**src/rtl/fifo_pkg.sv**
```systemverilog
// Shared definitions for the programmable FIFO: width helpers and read-mode constants.
`ifndef FIFO_PKG_SV
`define FIFO_PKG_SV

// Occupancy counter width: one bit wider than the pointers so DEPTH itself is representable.
`define FIFO_CNT_W(addr_w) ((addr_w) + 1)

package fifo_pkg;

  // Read-mode selectors for the FWFT parameter.
  localparam int FIFO_MODE_STD  = 0;
  localparam int FIFO_MODE_FWFT = 1;

  // Ceiling log2, usable in constant expressions (parameters, port widths).
  function automatic int fifo_clog2(input int value);
    int res;
    int v;
    res = 0;
    v   = value - 1;
    while (v > 0) begin
      res = res + 1;
      v   = v >> 1;
    end
    return res;
  endfunction

endpackage

`endif

```
**src/rtl/fifo_mem.sv**
```systemverilog
// DEPTH x WIDTH register array: one synchronous write port, one asynchronous read port.
module fifo_mem
  import fifo_pkg::*;
#(
  parameter int WIDTH = 16,
  parameter int DEPTH = 4
) (
  input  logic                         clk,
  input  logic                         wr_en,
  input  logic [fifo_clog2(DEPTH)-1:0] wr_addr,
  input  logic [WIDTH-1:0]             wr_data,
  input  logic [fifo_clog2(DEPTH)-1:0] rd_addr,
  output logic [WIDTH-1:0]             rd_data
);

  logic [WIDTH-1:0] mem [DEPTH];

  // Store the incoming word at the write address.
  // NOTE: storage is deliberately left out of reset; occupancy is tracked by the
  // control logic, so stale contents are never observed and the array maps to plain RAM.
  always_ff @(posedge clk) begin
    if (wr_en) begin
      mem[wr_addr] <= wr_data;
    end
  end

  assign rd_data = mem[rd_addr];

endmodule

```
**src/rtl/fifo_prog.sv**
```systemverilog
// Single-clock FIFO with occupancy count, programmable almost-full/almost-empty
// thresholds, sticky overflow/underflow flags and selectable FWFT read mode.
module fifo_prog
  import fifo_pkg::*;
#(
  parameter int WIDTH    = 16,
  parameter int DEPTH    = 4,
  parameter int AF_LEVEL = 3,
  parameter int AE_LEVEL = 1,
  parameter int FWFT     = FIFO_MODE_STD
) (
  input  logic                       clk,
  input  logic                       rst,
  input  logic [WIDTH-1:0]           data_in,
  input  logic                       write,
  input  logic                       read,
  input  logic                       clr_err,
  output logic [WIDTH-1:0]           data_out,
  output logic                       fifo_full,
  output logic                       fifo_empty,
  output logic                       fifo_not_full,
  output logic                       fifo_not_empty,
  output logic                       almost_full,
  output logic                       almost_empty,
  output logic [fifo_clog2(DEPTH):0] count,
  output logic                       overflow,
  output logic                       underflow
);

  localparam int ADDR_W = fifo_clog2(DEPTH);
  localparam int CNT_W  = `FIFO_CNT_W(ADDR_W);

  // Reject illegal configurations at elaboration time.
  if ((DEPTH < 2) || ((DEPTH & (DEPTH - 1)) != 0)) begin : g_bad_depth
    $error("fifo_prog: DEPTH (%0d) must be a power of two and at least 2", DEPTH);
  end
  if ((AF_LEVEL < 1) || (AF_LEVEL > DEPTH)) begin : g_bad_af
    $error("fifo_prog: AF_LEVEL (%0d) must lie in 1..DEPTH", AF_LEVEL);
  end
  if ((AE_LEVEL < 0) || (AE_LEVEL > DEPTH - 1)) begin : g_bad_ae
    $error("fifo_prog: AE_LEVEL (%0d) must lie in 0..DEPTH-1", AE_LEVEL);
  end

  logic [ADDR_W-1:0] wr_ptr;
  logic [ADDR_W-1:0] rd_ptr;
  logic              rd_acc;
  logic              wr_acc;
  logic [WIDTH-1:0]  rd_data;

  // Status decodes of the registered occupancy; they move one cycle after the accepting edge.
  assign fifo_empty     = (count == '0);
  assign fifo_full      = (count == CNT_W'(DEPTH));
  assign fifo_not_empty = ~fifo_empty;
  assign fifo_not_full  = ~fifo_full;
  assign almost_full    = (count >= CNT_W'(AF_LEVEL));
  assign almost_empty   = (count <= CNT_W'(AE_LEVEL));

  // A read frees a slot in the same cycle, so a full FIFO still takes a write alongside a read.
  assign rd_acc = read & fifo_not_empty;
  assign wr_acc = write & (fifo_not_full | rd_acc);

  fifo_mem #(
    .WIDTH (WIDTH),
    .DEPTH (DEPTH)
  ) u_mem (
    .clk     (clk),
    .wr_en   (wr_acc),
    .wr_addr (wr_ptr),
    .wr_data (data_in),
    .rd_addr (rd_ptr),
    .rd_data (rd_data)
  );

  // Advance pointers and occupancy on accepted transfers; pointers wrap naturally.
  // NOTE: sequential state uses non-blocking assignments so every register samples
  // pre-edge values, independent of block evaluation order.
  always_ff @(posedge clk or negedge rst) begin
    if (!rst) begin
      wr_ptr <= '0;
      rd_ptr <= '0;
      count  <= '0;
    end else begin
      if (wr_acc) begin
        wr_ptr <= wr_ptr + 1'b1;
      end
      if (rd_acc) begin
        rd_ptr <= rd_ptr + 1'b1;
      end
      case ({wr_acc, rd_acc})
        2'b10:   count <= count + 1'b1;
        2'b01:   count <= count - 1'b1;
        default: count <= count;
      endcase
    end
  end

  // Sticky error flags; a new error in the same cycle as clr_err keeps the flag set.
  always_ff @(posedge clk or negedge rst) begin
    if (!rst) begin
      overflow  <= 1'b0;
      underflow <= 1'b0;
    end else begin
      overflow  <= (write & ~wr_acc) | (overflow & ~clr_err);
      underflow <= (read & ~rd_acc) | (underflow & ~clr_err);
    end
  end

  if (FWFT == FIFO_MODE_FWFT) begin : g_fwft
    // Head word is presented combinationally; zero while empty.
    assign data_out = fifo_not_empty ? rd_data : '0;
  end else begin : g_std
    logic [WIDTH-1:0] data_q;

    // Registered read: load the head word on an accepted read, otherwise hold.
    always_ff @(posedge clk or negedge rst) begin
      if (!rst) begin
        data_q <= '0;
      end else if (rd_acc) begin
        data_q <= rd_data;
      end
    end

    assign data_out = data_q;
  end

endmodule

```
**config.mk**
```make
export PLATFORM = sky130hd
export DESIGN_NAME = fifo_prog
export DESIGN_NICKNAME = d
export VERILOG_FILES = /design/src/rtl/fifo_pkg.sv /design/src/rtl/fifo_mem.sv /design/src/rtl/fifo_prog.sv
export SDC_FILE = /design/constraint.sdc
export NUM_CORES = 1
export LEC_CHECK = 0
export ABC_AREA = 1
export CORE_AREA = 5 5 109 111
export CTS_CLUSTER_SIZE = 30
export DETAILED_ROUTE_END_ITERATION = 12
export DIE_AREA = 0 0 114 116
export SLEW_MARGIN = 20
export SYNTH_ARGS = -nofsm -noshare
export SYNTH_HDL_FRONTEND = slang
export SYNTH_SLANG_ARGS = --single-unit
```
**constraint.sdc**
```tcl
create_clock -name clk -period 2.4 [get_ports clk]
set_input_delay 0.48 -clock clk [delete_from_list [all_inputs] [get_ports clk]]
set_output_delay 0.48 -clock clk [all_outputs]
set_load 0.01 [all_outputs]
```
# Yosys cells after proc, flatten, opt, wreduce, memory -nomap -nowiden
# Memory sizes are Yosys's and may differ from the RTL's. A register that Yosys moved wholly into a read port is not among the register bits.
# Cells that the tools add are included.
word_totals:
  memories: 1
  register_bits: 9
  mem_bits_rw: 64
  elab_cells: 35
  out_inout_bits: 27
memory_table:
  columns: ["memory", "depth", "width", "read_ports", "rd_clocked_by_memory_dff", "write_ports", "line_no", "source"]
  rows:
  - ["u_mem.mem", 4, 16, 1, 1, 1, "fifo_mem.sv:16", "logic [WIDTH-1:0] mem [DEPTH];"]
classes:
  n_mux: 3
  n_reduce_logical: 3
  n_eq_ne: 3
  addsub: 4
  bitwise: 14
  n_lt_le_gt_ge: 2
ops:
  columns: ["operator", "n"]
  rows:
  - ["1-bit bitwise AND", 6]
  - ["3-bit one-hot mux with 2 select lines", 1]
  - ["1-bit NOT", 5]
  - ["2-bit by 1-bit adder with 2-bit output (second input constant)", 2]
  - ["3-bit by 1-bit adder with 3-bit output (second input constant)", 1]
  - ["3-bit == test (second input constant)", 1]
  - ["3-bit by 2-bit greater-or-equal comparator with 1-bit output (second input constant)", 1]
  - ["3-bit by 1-bit <= comparator with 1-bit output (second input constant)", 1]
  - ["3-bit zero test", 1]
  - ["1-bit OR", 3]
  - ["3-bit by 1-bit subtractor with 3-bit output (second input constant)", 1]
  - ["2-bit by 1-bit == test with 1-bit output (second input constant)", 1]
  - ["2-bit == test (second input constant)", 1]
  - ["1-bit 2-to-1 mux", 2]
  - ["2-bit nonzero test", 1]
  - ["1-bit zero test", 1]

# Longest topological paths before layout
# Gate-level depths: netlist of run 1.
depth:
  depth_word: 8
  mapped_depth: 9
  mapped_depth_nobuf: 9

# Hierarchy
# A second synthesis of run 1 with hierarchy kept.
unflattened:
  hier_cells: 398
  hier_area_um2: 3953.8
modules_own_cells:
  columns: ["module", "cells_per_inst", "instances", "area_each_um2", "seq_area_each_um2"]
  rows:
  - ["fifo_mem", 259, 1, 2758.9, 1921.8]
  - ["fifo_prog", 139, 1, 1194.9, 625.6]

# Least setup slack after synthesis of run 1
# No wires, ideal clock.
synth_timing:
  path_kind: "register -> register"
  from: "register count[0]"
  to: "memory u_mem.mem[0][0] (enable)"
  setup_slack_ps: 114
  required_ps: 2011
  setup_time_ps: 389
  arrival_ps: 1897
  stages_incl_launch_ff: 8
  cell_sequence: "dfrtp_1 > inv_1 > ha_1 > nand2_2 > inv_2 > nand2_2 > nand2_4 > nor2_1"
synth_via:
  elab_cells_between_ends: 9
synth_rtl:
  columns: ["element", "line_no", "source"]
  rows:
  - ["start, declared", "fifo_prog.sv:25", "output logic [fifo_clog2(DEPTH):0] count,"]
  - ["start signal, assigned", "fifo_prog.sv:90", "2'b10: count <= count + 1'b1;"]
  - ["start signal, assigned", "fifo_prog.sv:91", "2'b01: count <= count - 1'b1;"]
  - ["start signal, assigned", "fifo_prog.sv:92", "default: count <= count;"]
  - ["3-bit == test", "fifo_prog.sv:52", "assign fifo_full = (count == CNT_W'(DEPTH));"]
  - ["1-bit NOT", "fifo_prog.sv:54", "assign fifo_not_full = ~fifo_full;"]
  - ["named net fifo_not_full", "fifo_prog.sv:21", "output logic fifo_not_full,"]
  - ["1-bit OR", "fifo_prog.sv:60", "assign wr_acc = write & (fifo_not_full | rd_acc);"]
  - ["1-bit bitwise AND", "fifo_prog.sv:60", null]
  - ["1-bit 2-to-1 mux", "fifo_mem.sv:22", "if (wr_en) begin"]
  - ["1-bit 2-to-1 mux (implied by the code)", "fifo_mem.sv:23", "mem[wr_addr] <= wr_data;"]
  - ["end, declared", "fifo_mem.sv:16", null]
# The timed path passes the listed nets, and every way through them passes these cells.

# Worst setup path in the final report of run 1
layout_timing:
  from: "register count[0]"
  to: "output port almost_full"
layout_via:
  elab_chain_cells: 1
layout_lines:
  columns: ["element", "line_no", "source"]
  rows:
  - ["3-bit by 2-bit greater-or-equal comparator with 1-bit output", "fifo_prog.sv:55", "assign almost_full = (count >= CNT_W'(AF_LEVEL));"]
  - ["end, declared", "fifo_prog.sv:23", "output logic almost_full,"]
# No other way between the ends.

==> impl_metrics.toml, run 1 <==
[pwr]
p_sw_uw = 2000
clockPowerShare_pct = 17.7
p_leak_uw = 0.00184
pwr-share-comb_pct = 41.1
powerDensity_nw_per_um2 = 1200
p_seq_share_pct = 41.2
p_int_uw = 3460
max-vdd-ir-drop_mv = 0.458
swShare_pct = 36.6

[cells_and_area]
drive_gt1_share_pct = 10.7
mostFrequentLayoutCell = "nand2_1"
syn2layout_area_growth_pct = 22.9
layout_common_cells = "nand2_1, nor2_1, edfxtp_1"
diodes = 0
nets = 418
fill_cells = 990

[min_path]
hold_path_class = "input pin to async pin"

[sta]
max_slew_margin_pct = 66.6
period_share_pct = 95.3
rsz0062_at_grt = "false"
tightest_slew_ns = 0.500
fmax_mhz = 437
tns_ns = 0
maxSlewViolCount = 0
hold_violations = 0
setup_ws_ns = 0.112
finalClockSkew_ns = 0.00931
layout_min_cycle_time_ns = 2.29
setup_viol = 0

[synth]
syn_area_per_cell_um2 = 11.1
synthCells = 334
synth_area_um2 = 3700
synth_warnings = 0
ys_types = 22
ys_seq_area_share_pct = 68.8
ys_seq_elements = 89
syn_nets = 364

[die]
start_util_pct = 34.6
die_h_um = 116
die_x_um = 114
row_count = 38
die_area_um2 = 13200
ioPinCount = 48
core_area_um2 = 10700

[clock_tree]
clkSinkCount = 89
clk_latency_ns = 0.35
path_clk_slew_ns = 0.09
cts_htree_levels = 3
cts_buffers = 9
root_buffer = "clkbuf_8"
clk_path_buf_depth = 2
holdBufCountCts = 0
tritoncts = "built"

[worst_setup_path]
rr_endpoint = "u_mem.mem[1][13]$_DFFE_PP_"
r2r_slack_ns = 0.72
arrival_ns = 1.81
r2r_start = "count[1]$_DFFE_PN0P_"
end_kind = "output pin"
worstSetupPathType = "register to output pin"
cp.required_ns = 1.92
crit_fanout = 5
start_kind = "register"
ff2ff_path_depth = 8

[global_routing]
antenna_found_initial = 0
grt_pass1_wl_um = 11900
first_global_vias = 2335
grt_max_degree = 34
grt_overflow = 0
grt_use_total_pct = 11.6

[detailed_routing]
drc = 0
wl_per_cell_um = 13.7
via_per_inst = 4.43
postRouteAntennaNets = 0
drtPass1Iterations = 4
first_iter_violations = 96
vias = 2363
drt_wl_total_um = 7290

[placement]
gp_congestion = 0.771
dp_slack_ns = 0.290
dp_hpwl_um = 4860
portBuffers = 47

[flow_run]
cap_viol_max_count = 0

[run_status]
status = "finished, final reports clean"
[flip-flops by register name (all words and copies together) (netlist names)]
name       count
u_mem.mem     64
data_out      16
count          3
rd_ptr         2
wr_ptr         2
overflow       1
underflow      1
[power by group through the flow]
| stage | Combinational, uW | Clock, uW | Sequential, uW |
|---|---|---|---|
| after floorplan | 1300 | 0 | 2340 |
| after global placement | 2230 | 0 | 2280 |
| after detailed placement | 2250 | 0 | 2290 |
| after CTS | 2290 | 993 | 2250 |
| after global routing | 2550 | 1060 | 2300 |
| final | 2240 | 965 | 2250 |
[through the flow]
stage / hold slack (ns) / util [%] / area (um^2) / cells / power (uW)
global placement: 0.466 / 40.6 / 4350 / 517 / 4500
CTS: 0.488 / 42.5 / 4550 / 533 / 5540
floorplan: 0.184 / - / 3700 / 334 / 3640
global route: 0.519 / 42.5 / 4550 / 533 / 5910
detailed placement: 0.466 / 40.6 / 4350 / 517 / 4540
finish: 0.481 / 42.5 / 4550 / 533 / 5460
[critical path, stage by stage, from the launching register on]
cell	delay [ns]
dfrtp_2	0.44
ha_1	0.21
ha_1	0.17
nor2_1	0.07
o21ai_0	0.08
clkdlybuf4s50_1	0.48
[worst max path at each step]
| stage | slack, ns | cells after the start | to | start |
|---|---|---|---|---|
| 2_1_floorplan | 0.11 | 7 | u_mem.mem[0][0]$_DFFE_PP_ | count[0]$_DFFE_PN0P_ |
| 3_3_place_gp | 0.34 | 5 | fifo_full | count[0]$_DFFE_PN0P_ |
| 3_5_place_dp | 0.29 | 5 | fifo_full | count[0]$_DFFE_PN0P_ |
| 4_1_cts | 0.02 | 5 | fifo_full | count[0]$_DFFE_PN0P_ |
| 5_1_grt | 0.01 | 5 | almost_full | count[0]$_DFFE_PN0P_ |
| 6_report | 0.11 | 5 | almost_full | count[0]$_DFFE_PN0P_ |
[what timing repair did]
action,4_1_cts,5_1_grt
resized for setup,2,3
endpoints found under the setup margin,2,3
setup buffers,0,0
[cells in the mapped netlist, drive strengths merged]
cell type | instances | area share (%)
o22ai | 2 | 0.34
buf | 10 | 1.8
nor2 | 74 | 7.7
edfxtp | 64 | 52
o21ai | 33 | 4.5
clkbuf | 2 | 0.20
nand2 | 83 | 9.2
ha | 9 | 3.0
nand3 | 6 | 1.1
xor2 | 2 | 0.47
inv | 20 | 2.0
dfrtp | 25 | 17
a21oi | 3 | 0.71
nand4 | 1 | 0.17
[metal layers]
metal | vias up | wire, um | GRT usage (%)
li1 | 1205 | - | -
met1 | 1101 | 3440 | 15.8
met2 | 49 | 3400 | 18.1
met3 | 8 | 339 | 1.88
met4 | 0 | 114 | 5.38
met5 | - | 0 | 0
[layout make-up]
class / count / area, um^2 / share of cell area (%)
Timing Repair Buffer: 55 / 543 / 11.9
Multi-Input combinational cell: 213 / 1020 / 22.4
Clock buffer: 11 / 153 / 3.35
Sequential cell: 89 / 2550 / 56.0
Inverter: 20 / 75.1 / 1.65
Clock inverter: 5 / 37.5 / 0.825
Tap cell: 140 / 175 / 3.85
[kinds of logic after synthesis]
| kind of cell | Yosys count | synth area share (%) |
|---|---|---|
| compound gates | 38 | 5.51 |
| xor+xnor | 2 | 0.473 |
| fa+ha+maj | 9 | 3.04 |
| buf+inv | 32 | 3.99 |
| flops | 89 | 68.8 |
| simple gates | 164 | 18.2 |
(Power assumes the default switching activity.)
==> run 2, diff against run 1 <==
--- a/config.mk
+++ b/config.mk
@@ -10,6 +10,7 @@
 export CTS_CLUSTER_SIZE = 30
 export DETAILED_ROUTE_END_ITERATION = 12
 export DIE_AREA = 0 0 114 116
+export PLACE_DENSITY_LB_ADDON = 0.25
 export SLEW_MARGIN = 20
 export SYNTH_ARGS = -nofsm -noshare
 export SYNTH_HDL_FRONTEND = slang
==> run 2 against run 1 <==
Sequential cell count unchanged. Largest cell class unchanged. Clock-buffer cell count increased by 1. Hold slack got worse by 0.0038 ns. Clock skew decreased by 0.0025 ns. Critical path type unchanged. Critical endpoint unchanged. Non-clock buffer count unchanged. Global-route usage increased by 0.70 points.
==> impl_metrics.toml, run 2 (synthesized netlist as in run 1, its figures left out) <==
[worst_setup_path]
start_kind = "register"
slowest_delay_ns = 0.48
r2r_slack_ns = 0.74
arrival_ns = 1.82
crit_fanout = 5
crit_top_cell = "ha_1"
worstSetupPathType = "register to output pin"
ff2ff_path_depth = 8
cp.required_ns = 1.92
critPathSlowestCell = "clkdlybuf4s50_1"
critPathTopFamily = "buffers and inverters"
path_depth = 5
end_kind = "output pin"
cp_cell_sequence = "ha_1 -> ha_1 -> nor2_1 -> o21ai_0 -> clkdlybuf4s50_1"
cp_num_buf_inv = 1

[clock_tree]
cts_buffers = 9
root_buffer = "clkbuf_8"
clkSinkCount = 89
tritoncts = "built"
holdBufCountCts = 0
cts_htree_levels = 3
cts_setup_buffers = 0
path_clk_slew_ns = 0.09
clk_path_buf_depth = 2
clk_latency_ns = 0.36

[detailed_routing]
via_per_inst = 4.43
wl_per_cell_um = 14.2
drtPass1Iterations = 4
drc = 0
vias = 2359
drt_wl_total_um = 7540
first_iter_violations = 123
postRouteAntennaNets = 0

[cells_and_area]
nets = 418
layout_common_cells = "nand2_1, nor2_1, edfxtp_1"
diodes = 0
drive_gt1_share_pct = 10.9
fin_area_um2 = 4590
max_flop_register = "u_mem.mem"
mostFrequentLayoutCell = "nand2_1"
largest_reg_flops = 64
syn2layout_area_growth_pct = 24.1
postLayoutCoreUtil_pct = 42.9

[global_routing]
grt_max_degree = 34
grt_overflow = 0
grt_use_total_pct = 12.3
grt_pass1_wl_um = 12200
first_global_vias = 2357
antenna_found_initial = 0

[die]
ioPinCount = 48
die_area_um2 = 13200
row_count = 38
die_x_um = 114
start_util_pct = 34.6
core_area_um2 = 10700
die_h_um = 116

[placement]
portBuffers = 47
gp_congestion = 0.777
dp_hpwl_um = 4920
dpl-instance-area_um2 = 4370

[sta]
tns_ns = 0
fmax_mhz = 435
maxSlewViolCount = 0
setup_viol = 0
layout_min_cycle_time_ns = 2.30
max_slew_margin_pct = 66.6
hold_violations = 0
period_share_pct = 95.9
rsz0062_at_grt = "false"
tightest_slew_ns = 0.501
finalClockSkew_ns = 0.00685

[min_path]
hold_path_class = "input pin to async pin"

[pwr]
p_leak_uw = 0.00185
max-vdd-ir-drop_mv = 0.506
power_uw = 5590
powerDensity_nw_per_um2 = 1220

[run_status]
status = "finished, final reports clean"

[flow_run]
cap_viol_max_count = 0
## run 2: cell count changes in the layout (fill, tap and decap cells not counted)
cell,before,now
buf_12,1,3
dfrtp_2,1,2
clkbuf_8,9,11
inv_6,2,0
dfrtp_1,24,23
bufinv_16,0,1
clkinvlp_4,2,1
clkinv_4,0,1
buf_4,7,5
clkbuf_16,1,0
## run 2: report_power, final
part	leakage, uW	switching, uW	total (uW)	internal [uW]
sequential	0.000892	175	2260	2090
combinational	0.000857	1310	2270	958
clock	0.000103	520	1060	538
total	0.00185	2000	5590	3580
## run 2: path summary, 6_finish.rpt
kind,start,endpoint
max,count[0]$_DFFE_PN0P_,almost_full
min,rst,rd_ptr[0]$_DFFE_PN0P_
max reg2reg,count[0]$_DFFE_PN0P_,u_mem.mem[3][14]$_DFFE_PP_
max in group asynchronous,rst,count[0]$_DFFE_PN0P_
min in group clk,data_out[7]$_DFFE_PN0P_,data_out[7]$_DFFE_PN0P_
min reg2reg,data_out[7]$_DFFE_PN0P_,data_out[7]$_DFFE_PN0P_
## run 2: per-layer routing
metal  wire length (um)  track usage (%)  vias up
li1                   -                -     1207
met1               3460             16.3     1106
met2               3600             18.7       35
met3                282             2.04       11
met4                208             7.84        0
met5                  0                0        -
## run 2: through the flow
step	std cells	hold WS [ns]	setup slack [ns]
floorplan	334	0.184	0.114
global placement	517	0.463	0.334
detailed placement	517	0.466	0.293
CTS	533	0.468	0.0366
global route	533	0.499	0.00660
finish	533	0.477	0.0995
## run 2: timing repair
item	CTS	global route
setup endpoints to repair	4	3
endpoints found under the hold margin	0	0
gates resized for setup	3	3
## run 2: area by class of cell
| class | count | area, um^2 |
|---|---|---|
| Clock inverter | 4 | 51.3 |
| Multi-Input combinational cell | 213 | 1020 |
| Clock buffer | 12 | 155 |
| Sequential cell | 89 | 2550 |
| Fill cell | 1017 | 6100 |
| Inverter | 20 | 75.1 |
| Tap cell | 140 | 175 |
| Timing Repair Buffer | 55 | 568 |
==> variant 1: new RTL, config.mk and constraints of run 1 <==
`DEPTH` is set to 4 in 2 places; all go to 8.
--- a/src/rtl/fifo_mem.sv
+++ b/src/rtl/fifo_mem.sv
@@ -4,5 +4,5 @@
 #(
   parameter int WIDTH = 16,
-  parameter int DEPTH = 4
+  parameter int DEPTH = 8
 ) (
   input  logic                         clk,
--- a/src/rtl/fifo_prog.sv
+++ b/src/rtl/fifo_prog.sv
@@ -5,5 +5,5 @@
 #(
   parameter int WIDTH    = 16,
-  parameter int DEPTH    = 4,
+  parameter int DEPTH    = 8,
   parameter int AF_LEVEL = 3,
   parameter int AE_LEVEL = 1,
Ports: changed (resized count); port bits go from 48 to 49. The function was not compared with the original's and may differ.
==> variant 1 against run 1 <==
Utilization rose by 32 points. Power rose by 84%. First-iteration DRC count rose to 4.2 times the old value. Fmax fell by 0.95%. Synthesized area rose by 78%. Design area rose by 75%. Sequential cell count rose by 67. Via count rose by 94%. Routed wire length rose by 100%. Worst hold slack got worse by 0.12 ns. Die area did not move. Setup slack got worse by 0.022 ns. Clock skew fell by 0.0021 ns. Highest routed layer unchanged.
==> variant 1: results (changes against run 1) <==
Clock Latency Late Sink=0.53 ns (+0.18 ns); Worst VDD drop=0.001184 V (+160%); XOR/XNOR share of the synthesized area=0.3989% (-0.074 points); Post-Syn Nets=647 (+78%); post-synthesis sequential area ratio=69.00% (+0.19 points); max-cap viol count=0 (unchanged); grt met3 use=5.953% (+4.1 points); drt first-iter violations=403 (+320%); Ys Warns=0 (unchanged); GRT Util Overall=23.65% (+12 points); most frequent cells after synthesis=nand2_1, edfxtp_1, nand3_1; flop2flop setup slack=0.46 ns (-0.26 ns); Port Buf Inserts=48 (+2.1%); Synth Area in Compound Gates=1.634% (-3.9 points); Internal Power=6.578 mW (+90%); Clock transition at path regs=0.07 ns (-0.02 ns); Cell variety after synth=28 (+27%); DP HPWL=9075 µm (+87%); Finished Layout Cells=834 (+56%); Max Freq=0.4330 GHz (-0.95%); Inserted Clock Buffers=17 (+8); P_comb=3.57 mW (+59%); synth top area cells=edfxtp_1, nand2_1, dfrtp_1, nand3_1, inv_1; cts repair resizes=15 (+13); worst setup path end=fifo_not_empty; Largest Register=u_mem.mem; total number of vias=4574 (+94%); Worst EP arrival=1.83 ns (+0.02 ns); number of synthesized flops with an enable pin=128 (+100%); Synth Area in Adders=1.140% (-1.9 points); Setup Slack @ Placement=0.1580 ns (-0.1325 ns); status=completed; # nets final=708 (+69%); placed cells=798 (+54%); cells on worst reg2reg path=7 (-1); dpl cell area=0.007306 mm² (+68%); global-route wire length before repair=23230 µm (+95%); filler instances=737 (-26%); CP max FO=6 (+1); LEAKAGE=3.332 nW (+82%); GPL Wtd Cong=0.8736 (+13%); H-tree depth=4 (+1); worst-margin pin slew=0.6019 ns (+0.1019 ns); drt wl/cell=17.52 µm (+28%); Post-CTS Setup Inserts=4 (+4); asr flop ratio synth=17.95% (-10 points); layout cell share with drive strength beyond 1=9.798% (-0.89 points); TritonRoute pass-1 iters=7 (+3); tightest hold margin=0.3583 ns (-0.1226 ns); FF-to-FF End=u_mem.mem[6][0]; Synth Instances=620 (+86%); vias in the first global route=4350 (+86%); largest net degree at the start of global routing=66 (+94%); max reg flops=128 (+100%); GR Layer Usage met2=35.28% (+17 points)
## variant 1: cell types whose count changed after synthesis, sizes merged, moves of 3 or more
cell    change
nand2     +145
buf        +13
ha          -3
o21ai      -14
nor2       -26
inv        +30
nand3      +68
edfxtp     +64
dfrtp       +3
a21oi       -3
## variant 1: routing by layer
| layer | wire, µm | up-vias |
|---|---|---|
| met4 | 145 | 0 |
| met2 | 6615 | 219 |
| li1 | - | 2165 |
| met5 | 0 | - |
| met3 | 1262 | 16 |
| met1 | 6586 | 2174 |
## variant 1: area by class of cell
cell class	count	area (µm²)	share of cell area [%]
sequential	156	4551	57.02
multi-input combinational	385	1712	21.45
timing repair buffer	69	723.2	9.061
clock buffer	19	421.7	5.283
inverter	52	200.2	2.508
clock inverter	13	198.9	2.493
tap	140	175.2	2.195
## variant 1: cell families after synthesis
kind of cell             Yosys count
AO/OA/AOI/OAI                     21
XOR/XNOR                           3
adder cells (fa/ha/maj)            6
buffers and inverters             79
flip-flops                       156
AND/OR/NAND/NOR                  355
==> variant 2: new RTL, flow settings as in run 1 <==
Made on the original files. Make the reset (`rst`) synchronous in 3 clocked blocks. Comments in the files are not updated.
--- a/src/rtl/fifo_prog.sv
+++ b/src/rtl/fifo_prog.sv
@@ -75,5 +75,5 @@
   // NOTE: sequential state uses non-blocking assignments so every register samples
   // pre-edge values, independent of block evaluation order.
-  always_ff @(posedge clk or negedge rst) begin
+  always_ff @(posedge clk) begin
     if (!rst) begin
       wr_ptr <= '0;
@@ -96,5 +96,5 @@
 
   // Sticky error flags; a new error in the same cycle as clr_err keeps the flag set.
-  always_ff @(posedge clk or negedge rst) begin
+  always_ff @(posedge clk) begin
     if (!rst) begin
       overflow  <= 1'b0;
@@ -113,5 +113,5 @@
 
     // Registered read: load the head word on an accepted read, otherwise hold.
-    always_ff @(posedge clk or negedge rst) begin
+    always_ff @(posedge clk) begin
       if (!rst) begin
         data_q <= '0;
Behaviour: differs if rst is asserted again (counterexample within 4 cycles, from zero or initial values and one cycle with rst low); with rst held inactive, the same outputs for 10 cycles.
==> variant 2 against run 1 <==
Clock skew fell by 0.0013 ns. Power is 12% lower. Routed wire length barely moved. Synthesized cell count increased by 6.3%. Die area did not move. Setup slack improved by 0.042 ns. Non-clock buffer count grew 2. Worst hold slack got worse by 0.0092 ns. Sequential cell count is the same. Design area increased by 0.60%. Highest routed layer unchanged. Synthesized area down 0.44%.
==> variant 2: results (changes against run 1) <==
status=completed; Setup crit end kind=output port; filler instances=1024 (+3.4%); Synth Area in Adders=3.394% (+0.35 points); asr flop ratio synth=0% (-28 points); Clock power frac=23.4% (+5.7 points); P_comb=1.68 mW (-25%); dpl cell area=0.004357 mm² (+0.20%); GPL Wtd Cong=0.7758 (+0.67%); Setup Slack @ Placement=0.3269 ns (+0.03642 ns); GRT Util Overall=11.38% (-0.20 points); DR WL met2=3553 µm (+4.5%); synth top area cells=edfxtp_1, dfxtp_1, nand2_1, nand3_1, ha_1; Setup CP Type=flip-flop to output port; largest net degree at the start of global routing=35 (+2.9%); TritonRoute pass-1 iters=4 (unchanged); vias per inst=4.408 (-0.57%); Post-CTS Setup Inserts=0 (unchanged); CP max FO=6 (+1); FF-to-FF End=count[2]; final WL=7300 µm (about the same); most frequent cells after synthesis=nand2_1, edfxtp_1, nand3_1; total number of vias=2442 (+3.3%); Synth Area in Compound Gates=4.990% (-0.52 points); worst-margin pin slew=0.5689 ns (+0.06881 ns); flop2flop setup slack=0.50 ns (-0.22 ns); Ys Warns=0 (unchanged); grt met3 use=2.611% (+0.73 points); post-synthesis sequential area ratio=65.72% (-3.1 points); M1 WL=3372 µm (-1.9%); vias in the first global route=2292 (-1.8%); cells on worst reg2reg path=10 (+2); WL met3=320 µm (-5.6%); GR Layer Usage met2=18.46% (+0.35 points); layout cell share with drive strength beyond 1=10.14% (-0.54 points); # nets final=440 (+5.3%); Synth Instances=355 (+6.3%); Cell variety after synth=18 (-18%); DP HPWL=4693 µm (-3.4%); CP max stage delay=0.55 ns (+0.07 ns); Worst R2R Start=count[0]; drt first-iter violations=98 (+2.1%); Post-Syn Nets=386 (+6.0%); Worst Hold Class=flip-flop to flip-flop; Worst VDD drop=0.0005883 V (+28%); placed cells=538 (+4.1%); final setup skew=0.008041 ns (-0.001272 ns); XOR/XNOR share of the synthesized area=0.2376% (-0.24 points); post-route minimum period=2.246 ns (-0.04181 ns); grt met1 use=15.31% (-0.53 points); worst setup path end=fifo_full; H-tree depth=3 (unchanged); cts repair resizes=0 (-2); switching share of power=32.68% (-3.9 points); Reg power frac=41.5% (+0.3 points); global-route wire length before repair=11730 µm (-1.4%); LEAKAGE=1.822 nW (-0.74%)
-- variant 2: cell types whose count changed after synthesis, sizes merged, moves of 4 or more --
| cell | delta |
|---|---|
| inv | +17 |
| nand3 | +31 |
| nor2 | -64 |
| dfxtp | +25 |
| o21ai | -29 |
| a21oi | +23 |
| buf | +4 |
| dfrtp | -25 |
| nand2 | +43 |
-- variant 2: how the worst min path moves through the flow --
stage	depth (start not counted)	to	slack, ns	startpoint
after detailed placement	2	overflow	0.46	overflow
after global routing	2	overflow	0.50	overflow
after global placement	2	overflow	0.46	overflow
after CTS	2	overflow	0.47	overflow
after floorplan	2	overflow	0.49	overflow
final	2	overflow	0.47	overflow
-- variant 2: layout make-up --
type | count | area (µm²) | share of cell area (%)
clock inverters | 5 | 78.83 | 1.721
well taps | 140 | 175.2 | 3.825
flip-flops and latches | 89 | 2422 | 52.90
clock buffers | 11 | 141.4 | 3.087
multi-input cells | 215 | 1037 | 22.65
inverters | 37 | 141.4 | 3.087
repair buffers | 57 | 583.1 | 12.73
